## src/rtl/kpg_pkg.sv

```systemverilog
// Shared KPG code definitions for the classifier and the carry pipeline.
// Codes are ASCII bytes, one per operand bit.
package kpg_pkg;

  localparam int KPG_W = 8;

  typedef logic [KPG_W-1:0] kpg_t;

  localparam kpg_t KPG_K = 8'h6B;
  localparam kpg_t KPG_P = 8'h70;
  localparam kpg_t KPG_G = 8'h67;

  function automatic logic is_legal_kpg(input kpg_t code);
    return (code == KPG_K) || (code == KPG_P) || (code == KPG_G);
  endfunction

endpackage

```

## src/rtl/kpg_carry_pipe_if.sv

```systemverilog
// Handshake bundle for kpg_carry_pipe: code/carry-in request side and sum/carry-out response side.
// KPG_CARRY_PIPE_ERR_CHECK_EN adds the code_err response bit.
interface kpg_carry_pipe_if #(
  parameter int NBITS = 32
);
  logic               in_valid;
  logic               in_ready;
  logic [NBITS*8-1:0] kpg_in;
  logic               cin;
  logic               out_valid;
  logic               out_ready;
  logic [NBITS-1:0]   sum;
  logic               cout;
`ifdef KPG_CARRY_PIPE_ERR_CHECK_EN
  logic               code_err;

  modport master (
    output in_valid, kpg_in, cin, out_ready,
    input  in_ready, out_valid, sum, cout, code_err
  );
  modport slave (
    input  in_valid, kpg_in, cin, out_ready,
    output in_ready, out_valid, sum, cout, code_err
  );
`else
  modport master (
    output in_valid, kpg_in, cin, out_ready,
    input  in_ready, out_valid, sum, cout
  );
  modport slave (
    input  in_valid, kpg_in, cin, out_ready,
    output in_ready, out_valid, sum, cout
  );
`endif
endinterface

```

## src/rtl/kpg_slice_resolve.sv

```systemverilog
// Combinational ripple through one SLICE-bit slice of KPG codes.
// Illegal codes behave as kill and raise err_o.
module kpg_slice_resolve
  import kpg_pkg::*;
#(
  parameter int SLICE = 8
) (
  input  logic [SLICE*KPG_W-1:0] codes_i,
  input  logic                   cin_i,
  output logic [SLICE-1:0]       sum_o,
  output logic                   cout_o,
  output logic                   err_o
);

  always_comb begin
    logic c;
    kpg_t code;
    // NOTE: blocking assignments are deliberate here; c must ripple bit by bit within one evaluation.
    c     = cin_i;
    code  = KPG_K;
    sum_o = '0;
    err_o = 1'b0;
    for (int i = 0; i < SLICE; i++) begin
      code     = codes_i[i*KPG_W +: KPG_W];
      sum_o[i] = (code == KPG_P) ^ c;
      if (code == KPG_G)      c = 1'b1;
      else if (code != KPG_P) c = 1'b0;
      err_o = err_o | ~is_legal_kpg(code);
    end
    cout_o = c;
  end

endmodule

```

## src/rtl/kpg_carry_pipe.sv

```systemverilog
// Pipelined KPG carry resolver: one SLICE-bit slice per stage, NBITS a multiple of SLICE.
// Optional macro KPG_CARRY_PIPE_ERR_CHECK_EN tracks illegal codes per operation onto bus.code_err.
module kpg_carry_pipe
  import kpg_pkg::*;
#(
  parameter int NBITS = 32,
  parameter int SLICE = 8
) (
  input logic             clk,
  input logic             rst_n,
  kpg_carry_pipe_if.slave bus
);

  localparam int STAGES  = NBITS / SLICE;
  localparam int SLICE_W = SLICE * KPG_W;

  logic stall;

  // Block s resolves slice s and registers the result; slice 0 resolves directly off the inputs,
  // so the last block's registers are the outputs and latency is exactly STAGES cycles.
  for (genvar s = 0; s < STAGES; s++) begin : g_st
    localparam int CW = (STAGES - s) * SLICE_W;

    logic [CW-1:0]          codes;
    logic                   carry;
    logic                   valid;
    logic [SLICE-1:0]       sl_sum;
    logic                   sl_cout;
    logic [(s+1)*SLICE-1:0] sum_d;
    logic [(s+1)*SLICE-1:0] sum_q;
    logic                   valid_q;
    logic                   carry_q;
`ifdef KPG_CARRY_PIPE_ERR_CHECK_EN
    logic                   sl_err;
    logic                   err_in;
    logic                   err_q;
`endif

    if (s == 0) begin : g_src
      assign codes = bus.kpg_in;
      assign carry = bus.cin;
      assign valid = bus.in_valid;
      assign sum_d = sl_sum;
    end else begin : g_src
      assign codes = g_st[s-1].g_fwd.codes_q;
      assign carry = g_st[s-1].carry_q;
      assign valid = g_st[s-1].valid_q;
      assign sum_d = {sl_sum, g_st[s-1].sum_q};
    end

    kpg_slice_resolve #(.SLICE(SLICE)) u_slice (
      .codes_i (codes[SLICE_W-1:0]),
      .cin_i   (carry),
      .sum_o   (sl_sum),
      .cout_o  (sl_cout),
`ifdef KPG_CARRY_PIPE_ERR_CHECK_EN
      .err_o   (sl_err)
`else
      .err_o   ()
`endif
    );

    // NOTE: non-blocking assignments for all state so every stage samples the pre-edge values.
    // NOTE: data registers are reset as well, so sum/cout read 0 straight out of reset.
    always_ff @(posedge clk or negedge rst_n) begin
      if (!rst_n) begin
        valid_q <= 1'b0;
        carry_q <= 1'b0;
        sum_q   <= '0;
      end else if (!stall) begin
        valid_q <= valid;
        carry_q <= sl_cout;
        sum_q   <= sum_d;
      end
    end

    // Codes of already-resolved slices are dropped, so this register shrinks stage by stage.
    if (s < STAGES - 1) begin : g_fwd
      logic [CW-SLICE_W-1:0] codes_q;

      always_ff @(posedge clk or negedge rst_n) begin
        if (!rst_n)      codes_q <= '0;
        else if (!stall) codes_q <= codes[CW-1:SLICE_W];
      end
    end

`ifdef KPG_CARRY_PIPE_ERR_CHECK_EN
    if (s == 0) begin : g_err_src
      assign err_in = 1'b0;
    end else begin : g_err_src
      assign err_in = g_st[s-1].err_q;
    end

    always_ff @(posedge clk or negedge rst_n) begin
      if (!rst_n)      err_q <= 1'b0;
      else if (!stall) err_q <= err_in | sl_err;
    end
`endif
  end

  assign stall         = g_st[STAGES-1].valid_q && !bus.out_ready;
  assign bus.in_ready  = !stall;
  assign bus.out_valid = g_st[STAGES-1].valid_q;
  assign bus.sum       = g_st[STAGES-1].sum_q;
  assign bus.cout      = g_st[STAGES-1].carry_q;
`ifdef KPG_CARRY_PIPE_ERR_CHECK_EN
  assign bus.code_err  = g_st[STAGES-1].valid_q && g_st[STAGES-1].err_q;
`endif

endmodule

```

## src/flat_wrapper.sv

```systemverilog
// flat-port wrapper written by rule: the top's interface ports become plain ports
module kpg_carry_pipe_flat import kpg_pkg::*;
#(
  parameter int NBITS = 32,
  parameter int SLICE = 8
)
  (clk, rst_n, bus_in_valid, bus_kpg_in, bus_cin, bus_out_ready, bus_in_ready, bus_out_valid, bus_sum, bus_cout);
  kpg_carry_pipe_if #(.NBITS(NBITS)) bus_i ();
  input logic clk;
  input logic rst_n;
  input wire logic [$bits(bus_i.in_valid)-1:0] bus_in_valid;
  input wire logic [$bits(bus_i.kpg_in)-1:0] bus_kpg_in;
  input wire logic [$bits(bus_i.cin)-1:0] bus_cin;
  input wire logic [$bits(bus_i.out_ready)-1:0] bus_out_ready;
  output wire logic [$bits(bus_i.in_ready)-1:0] bus_in_ready;
  output wire logic [$bits(bus_i.out_valid)-1:0] bus_out_valid;
  output wire logic [$bits(bus_i.sum)-1:0] bus_sum;
  output wire logic [$bits(bus_i.cout)-1:0] bus_cout;
  assign bus_i.in_valid = bus_in_valid;
  assign bus_i.kpg_in = bus_kpg_in;
  assign bus_i.cin = bus_cin;
  assign bus_i.out_ready = bus_out_ready;
  assign bus_in_ready = bus_i.in_ready;
  assign bus_out_valid = bus_i.out_valid;
  assign bus_sum = bus_i.sum;
  assign bus_cout = bus_i.cout;
  kpg_carry_pipe #(.NBITS(NBITS), .SLICE(SLICE)) u_core (.clk(clk), .rst_n(rst_n), .bus(bus_i));
endmodule
```

## config.mk

```make
export PLATFORM = sky130hd
export DESIGN_NAME = kpg_carry_pipe_flat
export DESIGN_NICKNAME = d
export VERILOG_FILES = /design/src/rtl/kpg_pkg.sv /design/src/rtl/kpg_carry_pipe_if.sv /design/src/rtl/kpg_slice_resolve.sv /design/src/rtl/kpg_carry_pipe.sv /design/src/flat_wrapper.sv
export SDC_FILE = /design/constraint.sdc
export NUM_CORES = 1
export LEC_CHECK = 0
export CAP_MARGIN = 20
export CORE_AREA = 2 2 233 235
export CTS_CLUSTER_SIZE = 10
export DETAILED_ROUTE_END_ITERATION = 10
export DIE_AREA = 0 0 235 237
export GPL_ROUTABILITY_DRIVEN = 0
export GPL_TIMING_DRIVEN = 0
export SYNTH_ARGS = -nofsm -noshare
export SYNTH_HDL_FRONTEND = slang
export SYNTH_SLANG_ARGS = --single-unit
```

## constraint.sdc

```tcl
create_clock -name clk -period 10.6 [get_ports clk]
set_input_delay 2.12 -clock clk [delete_from_list [all_inputs] [get_ports clk]]
set_output_delay 2.12 -clock clk [all_outputs]
set_load 0.005 [all_outputs]
```

Word level (Yosys, flattened, before mapping)
Index checks and enable logic that the tools add are counted. Widths: inputs -> output; s select.

Equal/unequal tests: 96. Bitwise operators: 32. Reduce and logical (&&, ||, !) cells: 3. Mux-type cells: 64.

Operator list (number): $eq 8x7->1 const B (64); $ne 8x7->1 const B (32); $mux 1 (64); $xor 1x1->1 (32); $logic_not 1->1 (2); $logic_and 1x1->1 (1).

Logic and storage cells: 210. Flip-flop bits (word level): 472.

Depth between registers and ports, before layout
Depth after elaboration: 17. Gate-level depth with buffers: 20.

By module
A second synthesis with hierarchy kept.

Cell total of the unflattened synthesis: 1342. Area total of the unflattened synthesis: 22266.4 sq um.

By module, submodules not included: kpg_carry_pipe (cells an instance 998, instances 1, area an instance 19799.0 sq um); kpg_slice_resolve (cells an instance 86, instances 4, area an instance 616.8 sq um).

Worst setup path before layout
No wires, ideal clock.

Kind: input-to-reg. Start point: input bus_kpg_in[7]. End point: register u_core.g_st[0].sum_q[7]. Data arrival time: 5274 ps. Stages: 18. Buffers on the path: 0. Library setup time: 125 ps. Data required time: 10475 ps. Setup slack: 5201 ps. Path through: nand4bb_1 nor4_1 ha_1 o21bai_1 ha_1 a41o_1 ha_1 a41o_1 ha_1 a41o_1 ha_1 a41o_1 ha_1 a41o_1 ha_1 a41o_1 ha_1 mux2_4.

Word-level cells in the longest chain between the ends: 16. Elaborated cells between the ends (all ways): 17.

RTL lines: start, declared (line flat_wrapper.sv:12) `input wire logic [$bits(bus_i.kpg_in)-1:0] bus_kpg_in;`; $ne 8x7->1 (line kpg_slice_resolve.sv:27) `else if (code != KPG_P) c = 1'b0;`; $mux 1 (line kpg_slice_resolve.sv:27); $mux 1 * (line kpg_slice_resolve.sv:26) `if (code == KPG_G) c = 1'b1;`; $mux 1 * (line kpg_slice_resolve.sv:27); $mux 1 * (line kpg_slice_resolve.sv:26); $mux 1 * (line kpg_slice_resolve.sv:27); $mux 1 * (line kpg_slice_resolve.sv:26); $mux 1 * (line kpg_slice_resolve.sv:27); $mux 1 * (line kpg_slice_resolve.sv:26); $mux 1 * (line kpg_slice_resolve.sv:27); $mux 1 * (line kpg_slice_resolve.sv:26); $mux 1 * (line kpg_slice_resolve.sv:27); $mux 1 * (line kpg_slice_resolve.sv:26); $mux 1 * (line kpg_slice_resolve.sv:27); $mux 1 * (line kpg_slice_resolve.sv:26); $xor 1x1->1 * (line kpg_slice_resolve.sv:25) `sum_o[i] = (code == KPG_P) ^ c;`; net u_core.g_st[0].sl_sum[7] (line kpg_carry_pipe.sv:27) `logic [SLICE-1:0] sl_sum;`; end signal, assigned (line kpg_carry_pipe.sv:73) `sum_q <= sum_d;`; end, declared (line kpg_carry_pipe.sv:30) `logic [(s+1)*SLICE-1:0] sum_q;`.

The timed path passes the listed nets; every way through them passes the cells marked *. A chain may end at the register's enable or synchronous reset.

Worst setup path after layout
Start point: input bus_out_ready. End point: output bus_in_ready.

Word-level cells in the longest chain between the ends: 3.

RTL lines: start, declared (line flat_wrapper.sv:14) `input wire logic [$bits(bus_i.out_ready)-1:0] bus_out_ready;`; $logic_not 1->1 (line kpg_carry_pipe.sv:101) `assign stall = g_st[STAGES-1].valid_q && !bus.out_ready;`; $logic_and 1x1->1 (line kpg_carry_pipe.sv:101); $logic_not 1->1; end, declared (line flat_wrapper.sv:15) `output wire logic [$bits(bus_i.in_ready)-1:0] bus_in_ready;`.

No other way between the ends.

==> reports/qor.txt <==
TritonCTS clock tree -> yes
Startpoint type of the worst setup path -> input pin
CTS sink cnt -> 472
Fmax achieved -> 0.165 GHz
Register clock-pin slew on the reported worst setup and hold paths -> 0.05 ns
Drt initial violations -> 488
Register bit count reported by yosys -> 472
Mean number of vias per cell -> 4.83
Series of cell instances along the critical path -> clkdlybuf4s50_1 > nand2b_4 > buf_6 > buf_6 > buf_4 > clkdlybuf4s50_1
Port Buffer Count -> 295
Placed Instances -> 2189
Root buffer cell -> sky130_fd_sc_hd__clkbuf_16
Post-route total power -> 0.00621 W
Overflow left after global routing -> 0
Critical path's slowest cell -> sky130_fd_sc_hd__clkdlybuf4s50_1
Total clock buffers created by CTS -> 55
Required arrival time at the worst endpoint -> 8.48 ns
Worst Clk Skew -> 0.0183 ns
Via count of the first global-routing pass -> 12.3k
Maximum number of pins on one net before global-route repair -> 118
Core footprint -> 0.0533 mm2
Hpwl dp -> 29700 um
Number of nets with antenna violations after detailed routing -> 0
Met3 WL post-DR -> 2670 um
I/O Pins -> 296
Worst Max-Slew Pin Slew -> 0.760 ns
Count of different cell masters after synthesis -> 23
Final Hold Viols -> 0
Wire length on met1 -> 20300 um
Routed wirelength normalized by instance count -> 19.1 um
Wire length of the first global-routing pass -> 70800 um
Sequential fraction of the synthesis area -> 0.559
Worst path arrival time -> 3.93 ns
Worst min path class -> register to register
Slowest Stage Delay on Critical Path -> 0.61 ns
Hold_buf cts -> 0
# Post-CTS Setup Buffers -> 0
Number of H-tree levels -> 2
Period utilisation layout -> 0.571
Total vias in the final route -> 11.0k
Setup repair after global routing missed its margin -> false
Horiz. Die Dim -> 235 um
Mean instance size in the synthesized netlist -> 17.7 um2
Final Slew Violations -> 0
Final instance count without filler cells -> 2266
Clock latency of the later-clocked register in the worst-skew pair -> 0.60 ns
Leakage power of the design -> 12.7 nW
Cts repair resizes -> 0
Die boundary height -> 237 um
Die footprint -> 0.0557 mm2
Critical Path Sink Type -> output port
Maximum buffer depth of the clock tree -> 3
Ratio of cells with drive above 1 in the final layout -> 0.377
Highest signal layer in the routed design -> met5
Power density over the cells -> 233 mW/mm2
Pre-antenna DRT Iters -> 4
Total Routing Usage GR -> 0.159
Highest net fanout along the worst path -> 10
Type of the worst setup path -> input pin to output port
Placement row count -> 85
Number of maximum-capacitance violations -> 0
Setup violation total in the final timing report -> 0
Outcome -> completed
Starting density of the core -> 0.397
Synthesized area -> 0.0211 mm2
Synth Instances -> 1194
DR DRC count -> 0
Antenna violations before repair -> 5
Net Count, Synth -> 1487
Final Critical Period -> 6.05 ns
Detail Route met2 WL -> 19500 um
Worst voltage drop across the vdd grid -> 116 uV
Layout-stage area growth over the synthesis result -> 25.9%
Syn. warnings -> 0
Layout Nets -> 1843
Post-detailed-routing wire length -> 43300 um
Max_slew headroom -> 0.493
-- flip-flops by register name (all words and copies together) (netlist names) --
name	flops
u_core.g_st.carry_q	3
u_core.g_st.valid_q	3
u_core.bus.cout	1
u_core.bus.out_valid	1
u_core.bus.sum	32
u_core.g_st.sum_q	48
u_core.g_st.g_fwd.codes_q	384
-- cells by family after synthesis --
family | share of synthesized area
compound gates | 0.0149
simple gates | 0.0480
fa+ha+maj | 0.0189
flops | 0.559
mux | 0.323
buf+inv | 0.0363
-- worst max-delay path, delay by kind of cell --
family        cells  cell delay [ns]
simple gates      1             0.11
buf+inv           5             1.69
-- cells in the mapped netlist --
cell,n,share of area
sky130_fd_sc_hd__a41o_1,18,0.0085
sky130_fd_sc_hd__and4b_1,18,0.0085
sky130_fd_sc_hd__buf_12,4,0.0038
sky130_fd_sc_hd__buf_2,4,0.00095
sky130_fd_sc_hd__buf_4,1,0.00036
sky130_fd_sc_hd__buf_6,4,0.0021
sky130_fd_sc_hd__buf_8,40,0.028
sky130_fd_sc_hd__dfrtp_1,472,0.56
sky130_fd_sc_hd__ha_1,32,0.019
sky130_fd_sc_hd__inv_1,4,0.00071
sky130_fd_sc_hd__mux2_2,47,0.025
sky130_fd_sc_hd__mux2_4,420,0.30
sky130_fd_sc_hd__nand2b_1,15,0.0044
sky130_fd_sc_hd__nand2b_4,1,0.00065
sky130_fd_sc_hd__nand4b_1,14,0.0058
sky130_fd_sc_hd__nand4bb_1,14,0.0075
sky130_fd_sc_hd__nor2_1,18,0.0032
sky130_fd_sc_hd__nor2b_1,18,0.0053
sky130_fd_sc_hd__nor4_1,14,0.0041
sky130_fd_sc_hd__nor4bb_1,18,0.0085
sky130_fd_sc_hd__o211ai_1,4,0.0014
sky130_fd_sc_hd__o21a_1,4,0.0014
sky130_fd_sc_hd__o21bai_1,10,0.0035
-- cell usage in the layout, fill, tap and decap left out --
cell,instances
sky130_fd_sc_hd__dfrtp_1,472
sky130_fd_sc_hd__buf_16,4
sky130_fd_sc_hd__nor2_1,18
sky130_fd_sc_hd__clkbuf_16,56
sky130_fd_sc_hd__ha_1,32
sky130_fd_sc_hd__clkinv_8,1
sky130_fd_sc_hd__clkdlybuf4s50_1,294
sky130_fd_sc_hd__buf_4,1
sky130_fd_sc_hd__a41o_1,18
sky130_fd_sc_hd__nand4bb_1,14
sky130_fd_sc_hd__buf_2,4
sky130_fd_sc_hd__nand2b_1,15
sky130_fd_sc_hd__diode_2,1
sky130_fd_sc_hd__and4b_1,18
sky130_fd_sc_hd__nor4_1,14
sky130_fd_sc_hd__clkbuf_8,4
sky130_fd_sc_hd__buf_6,4
sky130_fd_sc_hd__nand2b_4,1
sky130_fd_sc_hd__clkbuf_1,11
sky130_fd_sc_hd__nor4bb_1,18
sky130_fd_sc_hd__mux2_4,420
sky130_fd_sc_hd__mux2_2,47
sky130_fd_sc_hd__buf_8,41
sky130_fd_sc_hd__nor2b_1,18
sky130_fd_sc_hd__clkinv_2,3
sky130_fd_sc_hd__inv_1,4
sky130_fd_sc_hd__o21bai_1,10
sky130_fd_sc_hd__inv_6,1
sky130_fd_sc_hd__o211ai_1,4
sky130_fd_sc_hd__o21a_1,4
sky130_fd_sc_hd__nand4b_1,14
sky130_fd_sc_hd__buf_12,4
-- path summary, 6_finish.rpt --
check	startpoint	cells past startpoint	endpoint	slack, ns
max	bus_out_ready	6	bus_in_ready	4.55
max in group asynchronous	rst_n	3	u_core.g_st[0].g_fwd.codes_q[13]	7.63
min	u_core.g_st[2].valid_q	1	u_core.bus.out_valid	0.48
max reg2reg	u_core.g_st[2].g_fwd.codes_q[5]	18	u_core.bus.sum[31]	6.54
min in group asynchronous	rst_n	1	u_core.g_st[1].g_fwd.codes_q[72]	1.57
min reg2reg	u_core.g_st[2].valid_q	1	u_core.bus.out_valid	0.48
-- layout make-up --
type,instances,area (um2)
Fill cell,4447,26700
Sequential cell,472,11800
Multi-Input combinational cell,665,8570
Timing Repair Buffer,299,3070
Clock buffer,71,1500
Tap cell,696,871
Buffer,53,753
Clock inverter,5,40.0
Inverter,4,15.0
Antenna cell,1,2.50
-- metrics by stage --
step | area [um2] | utilization | TNS [ns] | hold WS, ns | worst slack, ns
finish | 26600 | 0.500 | 0 | 0.478 | 4.55
global route | 26600 | 0.500 | 0 | 0.503 | 4.46
CTS | 26600 | 0.500 | 0 | 0.476 | 4.50
detailed placement | 25100 | 0.471 | 0 | 0.458 | 4.46
global placement | 25000 | 0.469 | -6418.57 | 0.461 | -13.66
floorplan | 21100 | - | 0 | 0.435 | 5.20
-- where the power goes --
group | internal (W) | total, W | switching (W)
Clock | 0.000972 | 0.00168 | 0.000708
Sequential | 0.00238 | 0.00275 | 0.000370
Combinational | 0.00122 | 0.00179 | 0.000567
Total | 0.00457 | 0.00621 | 0.00164
-- layer usage --
layer  global-route usage  vias up
li1                     -     5061
met1                0.220     5592
met2                0.242      224
met3               0.0462       70
met4               0.0474        8
met5                    0        -
No activity file was read; power rests on OpenSTA's default activity.
